## src/rtl/if_fetch_unit.sv

```systemverilog
// rtl/if_fetch_unit.sv - instruction-fetch initiator for the IF stage
//
// Owns the program counter, drives the word address to a combinational
// instruction memory and captures each fetched word plus its next-PC into
// the IF/ID register, handed to decode with a valid/ready handshake.
// Handles stall, branch redirect/flush and halt-word detection.
//
// Ports:
//   clk          system clock, rising edge
//   rst_n        synchronous active-low reset
//   mem_addr     word address to instruction memory (zero-extended pc)
//   mem_data     instruction word for mem_addr, same cycle
//   redirect     branch/jump taken: flush IF/ID and reload pc
//   redirect_pc  new pc, low log2(DEPTH) bits used
//   out_valid    IF/ID holds a valid instruction
//   out_ready    decode accepts the instruction this cycle
//   out_instr    fetched instruction
//   out_npc      (fetch pc + 1) mod DEPTH, zero-extended
//   halted       fetch stopped on HALT_WORD
//   fetch_count  number of fetches performed, wraps at 2^32

module if_fetch_unit #(
  parameter int          DEPTH     = 128,
  parameter int          RESET_PC  = 0,
  parameter logic [31:0] HALT_WORD = 32'hFFFF_FFFF
) (
  input  logic        clk,
  input  logic        rst_n,
  output logic [31:0] mem_addr,
  input  logic [31:0] mem_data,
  input  logic        redirect,
  input  logic [31:0] redirect_pc,
  output logic        out_valid,
  input  logic        out_ready,
  output logic [31:0] out_instr,
  output logic [31:0] out_npc,
  output logic        halted,
  output logic [31:0] fetch_count
);

  localparam int AW = (DEPTH > 1) ? $clog2(DEPTH) : 1;
  localparam logic [AW-1:0] RESET_PC_W = AW'(RESET_PC);

  typedef enum logic {
    RUN  = 1'b0,
    HALT = 1'b1
  } state_t;

  state_t        state;
  logic [AW-1:0] pc;
  logic [AW-1:0] pc_inc;
  logic          adv;
  logic          is_halt_word;

  // Only the low AW bits of the redirect target address the memory.
  logic unused_redirect_bits;
  assign unused_redirect_bits = ^redirect_pc[31:AW];

  // AW-bit addition wraps modulo DEPTH because DEPTH is a power of two.
  assign pc_inc       = pc + AW'(1);
  assign mem_addr     = {{(32-AW){1'b0}}, pc};
  assign is_halt_word = (mem_data == HALT_WORD);

  // The IF/ID slot can take a new word when empty or being drained.
  assign adv = (state == RUN) && (!out_valid || out_ready);

  always_ff @(posedge clk) begin
    if (!rst_n) begin
      pc          <= RESET_PC_W;
      out_valid   <= 1'b0;
      out_instr   <= 32'd0;
      out_npc     <= 32'd0;
      halted      <= 1'b0;
      fetch_count <= 32'd0;
      state       <= RUN;
    end else if (redirect) begin
      // Flush: whatever sits in IF/ID is dropped, even if accepted now.
      pc        <= redirect_pc[AW-1:0];
      out_valid <= 1'b0;
      state     <= RUN;
      halted    <= 1'b0;
    end else if (adv) begin
      out_instr   <= mem_data;
      out_npc     <= {{(32-AW){1'b0}}, pc_inc};
      out_valid   <= 1'b1;
      fetch_count <= fetch_count + 32'd1;
      if (is_halt_word) begin
        // pc stays on the halt word; the word itself is still presented.
        state  <= HALT;
        halted <= 1'b1;
      end else begin
        pc <= pc_inc;
      end
    end else if ((state == HALT) && out_valid && out_ready) begin
      out_valid <= 1'b0;
    end
  end

endmodule

```

## config.mk

```make
export PLATFORM = sky130hd
export DESIGN_NAME = if_fetch_unit
export DESIGN_NICKNAME = d
export VERILOG_FILES = /design/src/rtl/if_fetch_unit.sv
export SDC_FILE = /design/constraint.sdc
export NUM_CORES = 1
export LEC_CHECK = 0
export BUFFER_PORTS_ARGS = -buffer_cell sky130_fd_sc_hd__buf_2
export CORE_AREA = 3 3 120 122
export DETAILED_ROUTE_END_ITERATION = 8
export DIE_AREA = 0 0 123 125
export PLACE_DENSITY = 0.69
export SYNTH_ARGS = -nofsm -noshare
export SYNTH_HDL_FRONTEND = slang
export SYNTH_SLANG_ARGS = --single-unit
```

## constraint.sdc

```tcl
create_clock -name clk -period 1.76 [get_ports clk]
set_clock_uncertainty 0.05 [all_clocks]
set_input_delay 0.264 -clock clk [delete_from_list [all_inputs] [get_ports clk]]
set_output_delay 0.264 -clock clk [all_outputs]
set_load 0.05 [all_outputs]
```

# Word-level counts from Yosys, hierarchy flattened
# Cells that the tools add are included.
[classes]
n_addsub = 2
n_eq_ne = 2
mux = 5
bitwise = 3
n_reduce_logical = 11
[op_table]
columns = ["op", "count"]
rows = [
  ["32-bit by 1-bit adder with 32-bit output, second input constant", 1],
  ["32-bit == test, second input constant", 1],
  ["7-bit two-way mux", 3],
  ["7-bit by 1-bit adder with 7-bit output, second input constant", 1],
  ["2-bit AND reduction", 3],
  ["2-bit nonzero test", 2],
  ["1-bit logical AND", 3],
  ["1-bit NOT", 3],
  ["1-bit two-way mux", 2],
  ["2-bit != test, second input constant", 1],
  ["2-bit OR reduction", 1],
  ["1-bit zero test", 1],
  ["1-bit logical OR", 1],
]
[word_totals]
register_bits = 80
out_inout_bits = 130

# Logic depth before layout (Yosys ltp)
[logic_depth]
depth_word = 5
mapped_depth = 6
mapped_depth_nobuf = 6

# Least setup slack after synthesis
# Ideal clock, no wire load.
[synth_timing]
path_kind = "flip-flop to flip-flop"
from = "reg fetch_count[0]"
to = "reg fetch_count[24]"
setup_time_ns = 0.115
arrival_ns = 1.935
slack_ns = -0.340
stages_incl_launch_ff = 7
n_path_buf = 1
path_cell_list = "dfxtp_1 -> ha_1 -> nand4_2 -> clkbuf_1 -> nor4_2 -> xor2_1 -> and2_1"
[synth_via]
elab_chain_len = 1
[synth_lines]
columns = ["item", "line", "text"]
rows = [
  ["start, declared", "38", "output logic [31:0] fetch_count"],
  ["start signal, assigned", "86", "fetch_count <= fetch_count + 32'd1;"],
  ["32-bit by 1-bit adder with 32-bit output", "86", ""],
]
# Every way passes these cells.
# A chain may end at the register's enable or synchronous reset.

# Final worst setup path
[layout_timing]
from = "reg fetch_count[5]"
to = "reg fetch_count[28]"
# Same word-level chain as after synthesis.

==> reports/results.ini <==
[final_layout]
area_delta_synth_final_pct = 28.5
layout_common_cells = 122 x buf_2, 100 x nand2_1, 53 x dfxtp_1
nFillCells = 1378
fin_nets = 668
layout.cells.most_common = buf_2
fin_util_pct = 38.9
antenna_cells = 0
drive_gt1_share_pct = 35.2

[power_and_ir_drop]
power_mw = 4.61
p_leak_nw = 2.48
max-vdd-ir-drop_uv = 417
p_per_area_nw_per_um2 = 891

[timing]
fmax_mhz = 578
rsz0062_at_grt = yes
hold_violations = 0
setup_violations = 0
fin_crit_sh_pct = 98.3
setup_slack_ns = 0.0302
period_needed_ns = 1.73
drv_slew = 0

[floorplanning]
pin_count = 198
dieArea_sq_um = 15400
rows = 42
die_x_um = 123
fp.coreArea_sq_um = 13300
die_y_um = 125
start_util_pct = 30.3

[clocking]
cts_root_buf = clkbuf_16
cts_buffer_depth = 2
worstSkewPairLatency_ns = 0.33
htree_levels = 3
cts_made_buffers = 9
cts.clk_slew.worst_paths_ns = 0.06
cts_sinks = 80
cts_tree = done

[yosys]
ys_top_cells_by_area = dfxtp_1 40%, buf_4 9.3%, nand2_1 9.3%, a21boi_0 6.3%, xor2_1 3.9%
synth-seq-cells = 80
syn_avg_cell_area_sq_um = 8.62
synth.largest_area_cell = dfxtp_1
ys_seq_area_share_pct = 39.8
async_reset_ff_share_pct = 0
synth_cell_types = 40
syn_area_sq_um = 4030
ys_warn_count = 0
synth_top_area_share_pct = 39.8
syn_inst = 467
synth_edf_count = 0
ys.flop_type = dfxtp_1

[route]
wl_per_cell_um = 12.7
drc = 0
viasPerCell = 4.36
num_vias = 3398
wirelength_mm = 9.86
antenna_left = 0
drt_first_pass_iters = 4
drt-initial-drc-count = 143

[worst_hold_path]
min-delay-start = mem_data[26]
hp-class = in -> reg

[worst_setup_path]
r2r_start = fetch_count[5]
cp-end-kind = flip-flop
cp.required_ns = 1.94
crit_start = fetch_count[5]
crit_fanout = 22
start_kind = flip-flop
crit_type = reg -> reg
critPathArrivalTime_ns = 1.91

[global_route]
grt_max_degree = 84
grt_pass1_vias = 3176
grt_antenna_before_repair = 0
overflow = 0
grt_usage_pct = 12.8
grt_pass1_wl_mm = 15.8

[job]
max-cap-violations = 0

[placement]
io_buffers = 122
gp_congestion = 0.756
dp_slack_ns = -0.440
hpwl_mm = 7.22

[outcome]
status = complete, no violations

[registers in the layout (all words and copies together) (netlist names)]
name         flops
fetch_count     32
out_instr       32
out_npc          7
pc               7
out_valid        1
state            1
[through the flow]
step / cell area (sq um) / TNS (ns) / instances / hold WS, ns
global placement: 4860 / -2.83 / 763 / 0.396
global route: 5170 / -0.211 / 779 / 0.127
detailed placement: 4860 / -2.98 / 763 / 0.404
finish: 5170 / 0 / 779 / 0.137
CTS: 5170 / 0 / 779 / 0.117
floorplan: 4300 / -0.0155 / 516 / 0.359
[routing by layer]
metal / global-route usage [%] / vias to the layer above / share of wire (%)
met1: 16.0 / 1551 / 43
met3: 4.97 / 11 / 8.7
met4: 4.17 / 0 / 1.3
met5: 0 / - / 0
li1: - / 1718 / -
met2: 20.1 / 118 / 47
[final timing paths]
path / to / slack, ns / cells after the start
worst min-delay path: out_instr[26] / 0.14 / 3
worst min register to register: out_instr[7] / 0.41 / 2
worst max-delay path: fetch_count[28] / 0.03 / 5
worst max register to register: fetch_count[28] / 0.03 / 5
[synthesized netlist by cell type (all sizes together) (6+ instances only)]
cell,count
nand2b,7
o211a,6
o21ai,7
nand4,11
a21boi,38
nand2,100
xnor2,12
and2,25
nor2,7
clkbuf,21
buf,54
nor4,12
nand3,11
nor3,13
dfxtp,80
xor2,18
inv,8
[cell families (layout without fill, tap and decap cells)]
logic type	count (synthesis)	after routing	synth area share [%]
AOI/OAI and AO/OA	63	63	11.6
DFF	80	80	39.8
buffers and inverters	83	170	12.7
adders and majority gates	2	2	0.622
other	1	50	0.0932
muxes	4	4	0.995
and+or+nand+nor	204	204	27.7
xor gates and xnor gates	30	30	6.53
[critical path: stages (launching register included)]
cell and delay [ns]:
dfxtp_4 0.36, nand3_2 0.08, or3_4 0.50, nor4_2 0.36
xor2_1 0.10, and2_1 0.16
[area by class of cell]
cell class | count | area, sq um | share of cell area [%]
Clock buffer | 12 | 278 | 5.37
Clock inverter | 4 | 23.8 | 0.460
Inverter | 8 | 30.0 | 0.581
Multi-Input combinational cell | 353 | 2130 | 41.3
Sequential cell | 80 | 1670 | 32.3
Tap cell | 176 | 220 | 4.26
Timing Repair Buffer | 146 | 816 | 15.8
[repair_timing]
action | 4_1_cts | 5_1_grt
hold buffers | 0 | 0
endpoints found under the setup margin | 6 | 12
buffers inserted | 0 | 0
pin swaps | 0 | 2
gates resized for setup | 2 | 1
[where the power goes]
part / leakage, nW / internal (mW) / total (mW) / switching [mW]
registers: 0.671 / 1.87 / 1.91 / 0.0443
clock network: 0.150 / 1.11 / 1.85 / 0.739
logic: 1.66 / 0.181 / 0.847 / 0.666
No activity file was read; power rests on OpenSTA's default activity.
